`src/rtl/mem_access_pkg.sv`:
```
// rtl/mem_access_pkg.sv - memory-op, FSM-state and access-size encodings for the MEM stage
// Contents: mem_op_e (ex_mem_op codes), mem_st_e (FSM states), DATA_SIZE_* codes,
//           decode helpers is_load / is_store / access_size / is_misaligned.
package mem_access_pkg;

  typedef enum logic [3:0] {
    MEM_OP_NONE = 4'd0,
    MEM_OP_LB   = 4'd1,
    MEM_OP_LBU  = 4'd2,
    MEM_OP_LH   = 4'd3,
    MEM_OP_LHU  = 4'd4,
    MEM_OP_LW   = 4'd5,
    MEM_OP_SB   = 4'd6,
    MEM_OP_SH   = 4'd7,
    MEM_OP_SW   = 4'd8
  } mem_op_e;

  typedef enum logic [2:0] {
    MEM_ST_IDLE  = 3'd0,
    MEM_ST_REQ   = 3'd1,
    MEM_ST_WAIT  = 3'd2,
    MEM_ST_DONE  = 3'd3,
    MEM_ST_DRAIN = 3'd4
  } mem_st_e;

  localparam logic [1:0] DATA_SIZE_BYTE = 2'd0;
  localparam logic [1:0] DATA_SIZE_HALF = 2'd1;
  localparam logic [1:0] DATA_SIZE_WORD = 2'd2;

  function automatic logic is_load(input mem_op_e op);
    case (op)
      MEM_OP_LB, MEM_OP_LBU, MEM_OP_LH, MEM_OP_LHU, MEM_OP_LW: is_load = 1'b1;
      default:                                                 is_load = 1'b0;
    endcase
  endfunction

  function automatic logic is_store(input mem_op_e op);
    case (op)
      MEM_OP_SB, MEM_OP_SH, MEM_OP_SW: is_store = 1'b1;
      default:                         is_store = 1'b0;
    endcase
  endfunction

  function automatic logic [1:0] access_size(input mem_op_e op);
    case (op)
      MEM_OP_LH, MEM_OP_LHU, MEM_OP_SH: access_size = DATA_SIZE_HALF;
      MEM_OP_LW, MEM_OP_SW:             access_size = DATA_SIZE_WORD;
      default:                          access_size = DATA_SIZE_BYTE;
    endcase
  endfunction

  function automatic logic is_misaligned(input logic [1:0] size, input logic [1:0] addr_lo);
    case (size)
      DATA_SIZE_HALF: is_misaligned = addr_lo[0];
      DATA_SIZE_WORD: is_misaligned = (addr_lo != 2'b00);
      default:        is_misaligned = 1'b0;
    endcase
  endfunction

endpackage

```
`src/rtl/mem_access_if.sv`:
```
// rtl/mem_access_if.sv - sram-like data port between the MEM stage and the data memory
// Request side (master -> slave): data_req, data_wr, data_size, data_addr, data_wstrb, data_wdata
// Response side (slave -> master): data_addr_ok, data_data_ok, data_rdata
interface mem_access_if;
  logic        data_req;
  logic        data_wr;
  logic [1:0]  data_size;
  logic [31:0] data_addr;
  logic [3:0]  data_wstrb;
  logic [31:0] data_wdata;
  logic        data_addr_ok;
  logic        data_data_ok;
  logic [31:0] data_rdata;

  modport master (
    output data_req, data_wr, data_size, data_addr, data_wstrb, data_wdata,
    input  data_addr_ok, data_data_ok, data_rdata
  );

  modport slave (
    input  data_req, data_wr, data_size, data_addr, data_wstrb, data_wdata,
    output data_addr_ok, data_data_ok, data_rdata
  );
endinterface

```
`src/rtl/mem_access_load_align.sv`:
```
// rtl/mem_access_load_align.sv - picks the load lane from a read word and sign/zero-extends it
// Ports: op (load kind), addr_lo (address bits [1:0]), rdata (raw word), result (aligned value)
module mem_access_load_align
  import mem_access_pkg::*;
(
  input  mem_op_e     op,
  input  logic [1:0]  addr_lo,
  input  logic [31:0] rdata,
  output logic [31:0] result
);

  logic [7:0]  byte_sel;
  logic [15:0] half_sel;

  always_comb begin
    byte_sel = rdata[{addr_lo, 3'b000} +: 8];
    half_sel = addr_lo[1] ? rdata[31:16] : rdata[15:0];
    case (op)
      MEM_OP_LB:  result = {{24{byte_sel[7]}}, byte_sel};
      MEM_OP_LBU: result = {24'd0, byte_sel};
      MEM_OP_LH:  result = {{16{half_sel[15]}}, half_sel};
      MEM_OP_LHU: result = {16'd0, half_sel};
      MEM_OP_LW:  result = rdata;
      default:    result = 32'd0;
    endcase
  end

endmodule

```
`src/rtl/mem_access.sv`:
```
// rtl/mem_access.sv - MEM pipeline stage: data-port FSM, store lanes, load alignment, address errors
// Ports: clk/rst (async active-high); exception (flush), exe_stall (downstream hold);
//        ex_mem_op/addr/store_data (access from EX); ex_* passthrough -> mem_* / in_wb_pc;
//        mem_adel/mem_ades/mem_badvaddr (address errors); data_stall (stall[3]);
//        data_if (master side of the sram-like data port).
module mem_access
  import mem_access_pkg::*;
(
  input  logic        clk,
  input  logic        rst,
  input  logic        exception,
  input  logic        exe_stall,

  input  mem_op_e     ex_mem_op,
  input  logic [31:0] ex_mem_addr,
  input  logic [31:0] ex_mem_store_data,

  input  logic        ex_regfile_write_enable,
  input  logic [4:0]  ex_regfile_write_addr,
  input  logic [31:0] ex_regfile_write_data,
  input  logic        ex_hi_write_enable,
  input  logic [31:0] ex_hi_write_data,
  input  logic        ex_lo_write_enable,
  input  logic [31:0] ex_lo_write_data,
  input  logic        ex_cp0_write_enable,
  input  logic [7:0]  ex_cp0_write_addr,
  input  logic [31:0] ex_cp0_write_data,
  input  logic [31:0] ex_pc,

  output logic        mem_regfile_write_enable,
  output logic [4:0]  mem_regfile_write_addr,
  output logic [31:0] mem_regfile_write_data,
  output logic        mem_hi_write_enable,
  output logic [31:0] mem_hi_write_data,
  output logic        mem_lo_write_enable,
  output logic [31:0] mem_lo_write_data,
  output logic        mem_cp0_write_enable,
  output logic [7:0]  mem_cp0_write_addr,
  output logic [31:0] mem_cp0_write_data,
  output logic [31:0] in_wb_pc,

  output logic        mem_adel,
  output logic        mem_ades,
  output logic [31:0] mem_badvaddr,
  output logic        data_stall,

  mem_access_if.master data_if
);

  mem_st_e     state_q, state_d;
  logic [31:0] rdata_buf_q, rdata_buf_d;

  logic        op_load, op_store, misalign, access_valid;
  logic [1:0]  op_size;
  logic        req_c, stall_c;
  logic [3:0]  st_wstrb;
  logic [31:0] st_wdata;
  logic [31:0] load_raw, load_result;

  // Access decode
  always_comb begin
    op_load      = is_load(ex_mem_op);
    op_store     = is_store(ex_mem_op);
    op_size      = access_size(ex_mem_op);
    misalign     = (op_load | op_store) & is_misaligned(op_size, ex_mem_addr[1:0]);
    access_valid = (op_load | op_store) & ~misalign;
  end

  // State register
  always_ff @(posedge clk or posedge rst) begin
    if (rst) begin
      state_q     <= MEM_ST_IDLE;
      rdata_buf_q <= 32'd0;
    end else begin
      state_q     <= state_d;
      rdata_buf_q <= rdata_buf_d;
    end
  end

  // Next-state logic
  always_comb begin
    state_d     = state_q;
    rdata_buf_d = rdata_buf_q;
    case (state_q)
      MEM_ST_IDLE: begin
        if (access_valid && !exception)
          state_d = data_if.data_addr_ok ? MEM_ST_WAIT : MEM_ST_REQ;
      end
      MEM_ST_REQ: begin
        if (exception)                 state_d = MEM_ST_IDLE;
        else if (data_if.data_addr_ok) state_d = MEM_ST_WAIT;
      end
      MEM_ST_WAIT: begin
        if (exception) begin
          // An accepted request must still be answered; drain it unless it lands now.
          state_d = data_if.data_data_ok ? MEM_ST_IDLE : MEM_ST_DRAIN;
        end else if (data_if.data_data_ok) begin
          if (exe_stall) begin
            // Pipeline is held downstream: keep the read word so the result survives.
            rdata_buf_d = data_if.data_rdata;
            state_d     = MEM_ST_DONE;
          end else begin
            state_d = MEM_ST_IDLE;
          end
        end
      end
      MEM_ST_DONE: begin
        if (exception || !exe_stall) state_d = MEM_ST_IDLE;
      end
      MEM_ST_DRAIN: begin
        if (data_if.data_data_ok) state_d = MEM_ST_IDLE;
      end
      default: state_d = MEM_ST_IDLE;
    endcase
  end

  // Output logic
  always_comb begin
    req_c   = 1'b0;
    stall_c = 1'b0;
    case (state_q)
      MEM_ST_IDLE: begin
        req_c   = access_valid & ~exception;
        stall_c = access_valid & ~exception;
      end
      MEM_ST_REQ: begin
        req_c   = 1'b1;
        stall_c = 1'b1;
      end
      MEM_ST_WAIT:  stall_c = ~data_if.data_data_ok;
      MEM_ST_DRAIN: stall_c = access_valid;
      default: begin
        req_c   = 1'b0;
        stall_c = 1'b0;
      end
    endcase
  end

  // Store lane placement
  always_comb begin
    st_wstrb = 4'b0000;
    st_wdata = 32'd0;
    case (op_size)
      DATA_SIZE_BYTE: begin
        st_wstrb = 4'b0001 << ex_mem_addr[1:0];
        st_wdata = {4{ex_mem_store_data[7:0]}};
      end
      DATA_SIZE_HALF: begin
        st_wstrb = 4'b0011 << {ex_mem_addr[1], 1'b0};
        st_wdata = {2{ex_mem_store_data[15:0]}};
      end
      default: begin
        st_wstrb = 4'b1111;
        st_wdata = ex_mem_store_data;
      end
    endcase
  end

  // Request outputs are qualified by rst so a held access cannot re-issue while in reset.
  assign data_if.data_req   = req_c & ~rst;
  assign data_if.data_wr    = data_if.data_req & op_store;
  assign data_if.data_size  = data_if.data_req ? op_size : 2'd0;
  assign data_if.data_addr  = !data_if.data_req ? 32'd0 :
                              (op_size == DATA_SIZE_WORD) ? {ex_mem_addr[31:2], 2'b00} : ex_mem_addr;
  assign data_if.data_wstrb = data_if.data_wr ? st_wstrb : 4'b0000;
  assign data_if.data_wdata = data_if.data_wr ? st_wdata : 32'd0;
  assign data_stall         = stall_c & ~rst;

  // WAIT uses the live response; DONE replays the buffered word.
  assign load_raw = (state_q == MEM_ST_WAIT) ? data_if.data_rdata : rdata_buf_q;

  mem_access_load_align u_load_align (
    .op      (ex_mem_op),
    .addr_lo (ex_mem_addr[1:0]),
    .rdata   (load_raw),
    .result  (load_result)
  );

  assign mem_adel     = op_load & misalign;
  assign mem_ades     = op_store & misalign;
  assign mem_badvaddr = misalign ? ex_mem_addr : 32'd0;

  assign mem_regfile_write_enable = ex_regfile_write_enable & ~misalign;
  assign mem_regfile_write_addr   = ex_regfile_write_addr;
  assign mem_regfile_write_data   = op_load ? load_result : ex_regfile_write_data;
  assign mem_hi_write_enable      = ex_hi_write_enable;
  assign mem_hi_write_data        = ex_hi_write_data;
  assign mem_lo_write_enable      = ex_lo_write_enable;
  assign mem_lo_write_data        = ex_lo_write_data;
  assign mem_cp0_write_enable     = ex_cp0_write_enable;
  assign mem_cp0_write_addr       = ex_cp0_write_addr;
  assign mem_cp0_write_data       = ex_cp0_write_data;
  assign in_wb_pc                 = ex_pc;

endmodule

```
`src/flat_wrapper.sv`:
```
// flat-port wrapper written by rule: the top's interface ports become plain ports
module mem_access_flat import mem_access_pkg::*;
  (clk, rst, exception, exe_stall, ex_mem_op, ex_mem_addr, ex_mem_store_data, ex_regfile_write_enable, ex_regfile_write_addr, ex_regfile_write_data, ex_hi_write_enable, ex_hi_write_data, ex_lo_write_enable, ex_lo_write_data, ex_cp0_write_enable, ex_cp0_write_addr, ex_cp0_write_data, ex_pc, mem_regfile_write_enable, mem_regfile_write_addr, mem_regfile_write_data, mem_hi_write_enable, mem_hi_write_data, mem_lo_write_enable, mem_lo_write_data, mem_cp0_write_enable, mem_cp0_write_addr, mem_cp0_write_data, in_wb_pc, mem_adel, mem_ades, mem_badvaddr, data_stall, data_if_data_req, data_if_data_wr, data_if_data_size, data_if_data_addr, data_if_data_wstrb, data_if_data_wdata, data_if_data_addr_ok, data_if_data_data_ok, data_if_data_rdata);
  mem_access_if data_if_i ();
  input  logic clk;
  input  logic rst;
  input  logic exception;
  input  logic exe_stall;
  input  mem_op_e ex_mem_op;
  input  logic [31:0] ex_mem_addr;
  input  logic [31:0] ex_mem_store_data;
  input  logic ex_regfile_write_enable;
  input  logic [4:0] ex_regfile_write_addr;
  input  logic [31:0] ex_regfile_write_data;
  input  logic ex_hi_write_enable;
  input  logic [31:0] ex_hi_write_data;
  input  logic ex_lo_write_enable;
  input  logic [31:0] ex_lo_write_data;
  input  logic ex_cp0_write_enable;
  input  logic [7:0] ex_cp0_write_addr;
  input  logic [31:0] ex_cp0_write_data;
  input  logic [31:0] ex_pc;
  output logic mem_regfile_write_enable;
  output logic [4:0] mem_regfile_write_addr;
  output logic [31:0] mem_regfile_write_data;
  output logic mem_hi_write_enable;
  output logic [31:0] mem_hi_write_data;
  output logic mem_lo_write_enable;
  output logic [31:0] mem_lo_write_data;
  output logic mem_cp0_write_enable;
  output logic [7:0] mem_cp0_write_addr;
  output logic [31:0] mem_cp0_write_data;
  output logic [31:0] in_wb_pc;
  output logic mem_adel;
  output logic mem_ades;
  output logic [31:0] mem_badvaddr;
  output logic data_stall;
  output wire logic [$bits(data_if_i.data_req)-1:0] data_if_data_req;
  output wire logic [$bits(data_if_i.data_wr)-1:0] data_if_data_wr;
  output wire logic [$bits(data_if_i.data_size)-1:0] data_if_data_size;
  output wire logic [$bits(data_if_i.data_addr)-1:0] data_if_data_addr;
  output wire logic [$bits(data_if_i.data_wstrb)-1:0] data_if_data_wstrb;
  output wire logic [$bits(data_if_i.data_wdata)-1:0] data_if_data_wdata;
  input wire logic [$bits(data_if_i.data_addr_ok)-1:0] data_if_data_addr_ok;
  input wire logic [$bits(data_if_i.data_data_ok)-1:0] data_if_data_data_ok;
  input wire logic [$bits(data_if_i.data_rdata)-1:0] data_if_data_rdata;
  assign data_if_data_req = data_if_i.data_req;
  assign data_if_data_wr = data_if_i.data_wr;
  assign data_if_data_size = data_if_i.data_size;
  assign data_if_data_addr = data_if_i.data_addr;
  assign data_if_data_wstrb = data_if_i.data_wstrb;
  assign data_if_data_wdata = data_if_i.data_wdata;
  assign data_if_i.data_addr_ok = data_if_data_addr_ok;
  assign data_if_i.data_data_ok = data_if_data_data_ok;
  assign data_if_i.data_rdata = data_if_data_rdata;
  mem_access u_core (.clk(clk), .rst(rst), .exception(exception), .exe_stall(exe_stall), .ex_mem_op(ex_mem_op), .ex_mem_addr(ex_mem_addr), .ex_mem_store_data(ex_mem_store_data), .ex_regfile_write_enable(ex_regfile_write_enable), .ex_regfile_write_addr(ex_regfile_write_addr), .ex_regfile_write_data(ex_regfile_write_data), .ex_hi_write_enable(ex_hi_write_enable), .ex_hi_write_data(ex_hi_write_data), .ex_lo_write_enable(ex_lo_write_enable), .ex_lo_write_data(ex_lo_write_data), .ex_cp0_write_enable(ex_cp0_write_enable), .ex_cp0_write_addr(ex_cp0_write_addr), .ex_cp0_write_data(ex_cp0_write_data), .ex_pc(ex_pc), .mem_regfile_write_enable(mem_regfile_write_enable), .mem_regfile_write_addr(mem_regfile_write_addr), .mem_regfile_write_data(mem_regfile_write_data), .mem_hi_write_enable(mem_hi_write_enable), .mem_hi_write_data(mem_hi_write_data), .mem_lo_write_enable(mem_lo_write_enable), .mem_lo_write_data(mem_lo_write_data), .mem_cp0_write_enable(mem_cp0_write_enable), .mem_cp0_write_addr(mem_cp0_write_addr), .mem_cp0_write_data(mem_cp0_write_data), .in_wb_pc(in_wb_pc), .mem_adel(mem_adel), .mem_ades(mem_ades), .mem_badvaddr(mem_badvaddr), .data_stall(data_stall), .data_if(data_if_i));
endmodule
```
`config.mk`:
```
export PLATFORM = sky130hd
export DESIGN_NAME = mem_access_flat
export DESIGN_NICKNAME = d
export VERILOG_FILES = /design/src/rtl/mem_access_pkg.sv /design/src/rtl/mem_access_if.sv /design/src/rtl/mem_access_load_align.sv /design/src/rtl/mem_access.sv /design/src/flat_wrapper.sv
export SDC_FILE = /design/constraint.sdc
export NUM_CORES = 1
export LEC_CHECK = 0
export ABC_AREA = 1
export CORE_AREA = 2 2 220 222
export DETAILED_ROUTE_END_ITERATION = 8
export DIE_AREA = 0 0 222 224
export RECOVER_POWER = 25
export SLEW_MARGIN = 20
export SYNTH_ARGS = -nofsm -noshare
export SYNTH_HDL_FRONTEND = slang
export SYNTH_SLANG_ARGS = --single-unit
```
`constraint.sdc`:
```
create_clock -name clk -period 3.4 [get_ports clk]
set_input_delay 0.68 -clock clk [delete_from_list [all_inputs] [get_ports clk]]
set_output_delay 0.68 -clock clk [all_outputs]
set_load 0.01 [all_outputs]
```
# --- Word-level counts from Yosys, hierarchy flattened ---
# Index checks and enable logic that the tools add are counted.
# W data, S select, Z words.
totals:
  inputBits: 283
  output_inout_bits: 284
  elab_cells: 80
  register_bits: 35
classes:
  n_eq_ne: 19
  bitwise: 14
  n_mux: 29
  n_reduce_logical: 13
  n_shift: 3
op_table:
  columns: ["cell", "count"]
  rows:
  - ["$mux W32", 5]
  - ["$pmux W32 S5", 1]
  - ["$pmux W32 S2", 1]
  - ["$shiftx A32 B6 Y8", 1]
  - ["$mux W3", 8]
  - ["$eq A4 B3 Y1 const B", 4]
  - ["$mux W16", 1]
  - ["$pmux W3 S5", 1]
  - ["$and A1 B1 Y1", 9]
  - ["$eq A4 B2 Y1 const B", 2]
  - ["$mux W2", 4]
  - ["$pmux W4 S2", 1]
  - ["$eq A3 B2 Y1 const B", 2]
  - ["$ne A3 B3 Y1 const B", 2]
  - ["$reduce_or A3 Y1", 2]
  - ["$reduce_and A5 Y1", 1]
  - ["$reduce_or A5 Y1", 1]
  - ["$eq A4 B1 Y1 const B", 1]
  - ["$eq A4 B4 Y1 const B", 1]
  - ["$mux W4", 1]
  - ["$ne A2 B1 Y1 const B", 2]
  - ["$not A1 Y1", 4]
  - ["$pmux W1 S2", 2]
  - ["$pmux W1 S4", 1]
  - ["other kinds (18)", 20]

# --- Depth between registers and ports, before layout ---
logic_depth:
  depth_word: 13
  depth_mapped: 15
  mapped_depth_nobuf: 14

# --- Modules after synthesis ---
# A second synthesis with hierarchy kept.
hier_totals:
  cells_unflattened: 962
  hier_area_um2: 5437.7
by_module_without_submodules:
  columns: ["module", "seq_area_each_um2", "cells_per_inst", "area_each_um2", "n_inst"]
  rows:
  - ["mem_access", 875.8, 765, 4551.9, 1]
  - ["mem_access_load_align", 0.0, 197, 885.8, 1]

# --- Worst setup path before layout ---
# Ideal clock, no wire load.
synth_timing:
  kind: "input to output"
  startpoint: "input ex_mem_op[3]"
  endpoint: "output data_if_data_req"
  n_path_buf: 3
  path_slack_ns: 0.132
  required_ns: 2.720
  stages: 15
  arrival_ns: 2.588
  path_cell_list: "inv_2 -> nand2_1 -> nor2_2 -> nor2_4 -> clkbuf_1 -> ha_1 -> clkbuf_1 -> inv_1 -> o21ai_1 -> nand2_2 -> nand4_1 -> nand2_2 -> nand2_2 -> buf_4 -> inv_1"
synth_between:
  elab_chain_len: 11
  elab_cells_between_ends: 25
  classes_between: "eq/ne (10); mux (5); bitwise (6); reduce/logical (4)"
synth_lines:
  columns: ["item", "line_no", "source"]
  rows:
  - ["start: declaration", "flat_wrapper.sv:9", "input mem_op_e ex_mem_op;"]
  - ["$eq A4 B2 Y1, or another cell as far along", "mem_access_pkg.sv:31, mem_access_pkg.sv:45", null]
  - ["$reduce_or A3 Y1 or $reduce_or A2 Y1 (tied branches)", "mem_access_pkg.sv:45", "case (op)"]
  - ["$pmux W2 S2", "mem_access_pkg.sv:45", null]
  - ["$eq A2 B2 Y1 or $eq A2 B1 Y1 (tied branches)", "mem_access_pkg.sv:53", "case (size)"]
  - ["$pmux W1 S2", "mem_access_pkg.sv:53", null]
  - ["$and A1 B1 Y1", "mem_access.sv:65", "misalign = (op_load | op_store) & is_misaligned(op_size, ex_mem_addr[1:0]);"]
  - ["$not A1 Y1", "mem_access.sv:66", "access_valid = (op_load | op_store) & ~misalign;"]
  - ["$and A1 B1 Y1 *", "mem_access.sv:66", null]
  - ["$and A1 B1 Y1 *", "mem_access.sv:123", "req_c = access_valid & ~exception;"]
  - ["$pmux W1 S2 *", "mem_access.sv:121", "case (state_q)"]
  - ["$and A1 B1 Y1 *", "mem_access.sv:160", "assign data_if.data_req = req_c & ~rst;"]
  - ["end: declaration", "flat_wrapper.sv:38", "output wire logic [$bits(data_if_i.data_req)-1:0] data_if_data_req;"]
# Mark *: on every way between the ends. The rest lies on a longest branch, timed or not.

# --- Final worst setup path ---
layout_timing:
  startpoint: "input ex_mem_op[1]"
  endpoint: "output mem_regfile_write_data[2]"
layout_between:
  elab_chain_len: 4
  elab_cells_between_ends: 9
  classes_between: "eq/ne (5); mux (3); reduce/logical (1)"
layout_lines:
  columns: ["item", "line_no", "source"]
  rows:
  - ["$eq A4 B1 Y1, or another cell as far along", "mem_access_pkg.sv:31, mem_access_load_align.sv:18", null]
  - ["$reduce_or A5 Y1", "mem_access_pkg.sv:31", "case (op)"]
  - ["$mux W1", "mem_access_pkg.sv:31", null]
  - ["$mux W32 *", "mem_access.sv:185", "assign mem_regfile_write_data = op_load ? load_result : ex_regfile_write_data;"]
  - ["end: declaration", "flat_wrapper.sv:25", "output logic [31:0] mem_regfile_write_data;"]
# Marks and branches as above.

==> results_dict.tcl <==
set metrics [dict create \
    result_of_the_run "complete, no violations" \
    chip_width_um 222 \
    cts_htree_levels 2 \
    power.ir.vdd_worst_v 0.000182 \
    gpl.final_weighted_congestion 0.966 \
    p_sw_w 0.00147 \
    clk_root_buffer_cell "clkbuf_16" \
    grt_antenna_before_repair 1 \
    grt_pass1_wl_mm 43.5 \
    core_area_sq_um 47300 \
    placedInstanceArea_sq_um 8180 \
    power.share.clock_pct 16.6 \
    synth.largest_area_cell "buf_4" \
    finalSetupTns_ps 0 \
    final-hold-violation-count 0 \
    mappedNetlistArea_sq_um 5280 \
    clk_transition_reported_paths_ps 60 \
    synth-seq-area-share_pct 16.6 \
    area_delta_synth_final_pct 63.7 \
    cts_sinks 35 \
    worst_pin_slew_ps 534 \
    nature_of_the_critical_path_endpoint "primary output" \
    number_of_enable_type_register_cells_in_the_synthesized_netlist 0 \
    startpoint_type "input port" \
    detail_route.drc_violations 0 \
    io-pin-count 567 \
    routed_via_density 3.86 \
    maxSlewViolCount 0 \
    core.rowCount 80 \
    cap_viol_max_count 0 \
    netSwitchingFraction_pct 43.8 \
    setup_violations 0 \
    worst_skew_pair.late_latency_ps 290 \
    avgSynthCellArea_sq_um 6.06 \
    cts_max_path_buffers 2 \
    dp_cells 1651 \
    fin_skew_ps 7.89 \
    post-synth-top-area-fraction_pct 21.3 \
    number_of_standard_cells_in_the_final_layout_excluding_fillers 1692 \
    initialDrtViolationCount 415 \
    finalHoldWorstSlack_ps 494 \
    sequentialPowerShare_pct 21.2 \
    die_ar_sq_um 49700 \
    post_synthesis_register_bit_count 35 \
    grt_usage_pct 11.9 \
    worstPathMaxFanout 6 \
    powerDensity_nw_per_um2 389 \
    worstPathRequired_ps 2720 \
    intPower_w 0.00189 \
    initial_utilization_pct 11.1 \
    final.period_utilization_pct 97.9 \
    finalWirelength_mm 31.8 \
    grt_max_degree 36 \
    worst_hold_path_type "flop to flop" \
    grt_pass1_vias 6443 \
    first_pass_iters 7 \
    cts-buffers-inserted 5 \
    worstSetupPathType "input port to primary output" \
    fin_nets 1361 \
    postCtsHoldBufs 0 \
    ratio_of_cells_with_drive_above_1_in_the_final_layout_pct 32.2 \
    tritoncts "yes" \
    fmax_ghz 0.301 \
    max_transition_margin_pct 64.4 \
    synth_fp_nets 1157 \
    synthArstFlopShare_pct 100 \
    vias_after_detailed_routing 6524 \
    hpwlAfterDp_mm 25.5 \
    synthesis.instances 871 \
    postRouteAntennaNets 0 \
    crit_arrival_ps 2650 \
    total_number_of_yosys_warnings 0 \
    post-synth-top-count-cell "nand2_1" \
    finalWorstPathRequiredPeriod_ps 3330 \
    final_cell_area_sq_um 8640 \
    relative_contribution_of_combinational_cells_to_total_power_pct 62.2 \
    grt_remaining_overflow 0 \
    post_synth_num_cell_types 35 \
    die-height_um 224 \
    wl_per_cell_um 18.8 \
    ys_top_cells_by_area "buf_4 (21%), dfrtp_1 (17%), nand2_1 (11%)" \
    fillerInstances 5468 \
    commonest_register_cell_after_synthesis "dfrtp_1" \
    p_leak_nw 4.27 \
    netlist_top_cells_count "nand2_1 (152), buf_4 (150), nor2_1 (111)" \
    power_w 0.00336 \
    io_buffer_count 278 \
]
worst paths after layout:
kind,endpoint,cells after the start,slack (ps),startpoint
worst min-delay path,u_core.rdata_buf_q[15],1,490,u_core.rdata_buf_q[15]
worst max-delay path,mem_regfile_write_data[2],14,70,ex_mem_op[1]
worst max register to register,u_core.rdata_buf_q[10],7,1410,u_core.state_q[0]
max in group asynchronous,u_core.rdata_buf_q[9],3,1960,rst
min in group asynchronous,u_core.state_q[0],3,1060,rst
worst min register to register,u_core.rdata_buf_q[15],1,490,u_core.rdata_buf_q[15]
through the flow:
stage               util, %  setup slack, ps
finish                 18.2             72.7
global placement       17.3             -789
global route           18.2            -32.7
detailed placement     17.3             -776
floorplan                 -              132
CTS                    18.5            -5.00
cell families (layout without fill, tap and decap cells):
family	Yosys count	count (layout)	synth area share, %
fa+ha+maj	3	3	0.712
mux	4	4	0.854
other cells	0	1	0
flops	35	35	16.6
simple gates	391	391	34.2
compound gates	139	139	14.2
buf+inv	299	504	33.4
timing repair:
| action | in CTS | in global routing |
|---|---|---|
| resized for setup | 380 | 151 |
| pin swaps | 14 | 15 |
| buffers inserted | 21 | 3 |
| cloned | 7 | 2 |
| setup endpoints to repair | 140 | 130 |
routing by layer:
layer / routed length (um) / vias up / track usage, %
li1: - / 2995 / -
met1: 11100 / 2973 / 11.9
met2: 16000 / 493 / 21.9
met3: 3900 / 59 / 5.94
met4: 773 / 4 / 3.25
met5: 81 / - / 0.978
layout by cell type, fill, tap and decap left out, drive strengths merged, types with 4 or more instances in the layout:
master,synthesis,layout
nor2,149,149
clkdlybuf4s15,0,7
nand3,35,35
mux2,4,4
o21ai,102,102
dfrtp,35,35
or2,11,11
nand2,162,162
buf,173,180
a21oi,17,17
clkbuf,13,32
nand3b,15,15
nand4,17,17
dlymetal6s2s,0,19
o211ai,14,14
dlygate4sd2,0,16
inv,111,111
clkdlybuf4s50,0,134
clkinv,2,4
state kept, by name (all words and copies together), names as in the netlist:
register and count:
u_core.rdata_buf_q 32, u_core.state_q 3
critical path, stage by stage:
cell and delay [ps]:
buf_2 130, inv_4 80, nand2_2 80, buf_4 150, nor2_4 150, buf_4 140
nor2_1 60, nor2_1 110, buf_4 180, nand3_1 130, nand3b_1 120, nand2_1 50
inv_1 50, clkdlybuf4s50_1 530
power by group through the flow:
stage                     combinational (W)  sequential (W)  clock, W
after floorplan                     0.00125        0.000691         0
after global placement              0.00193        0.000707         0
after detailed placement            0.00196        0.000719         0
after CTS                           0.00212        0.000712  0.000574
after global routing                0.00232        0.000736  0.000595
final                               0.00209        0.000712  0.000558
cell type report:
type	count	area [sq um]	share of cell area, %
flip-flops and latches	35	876	10.1
clock buffers	5	125	1.45
diodes	1	2.50	0.0290
repair buffers	383	3460	40.1
clock inverters	3	47.5	0.550
well taps	615	769	8.91
inverters	113	434	5.03
multi-input cells	537	2920	33.8
(Power assumes the default switching activity.)
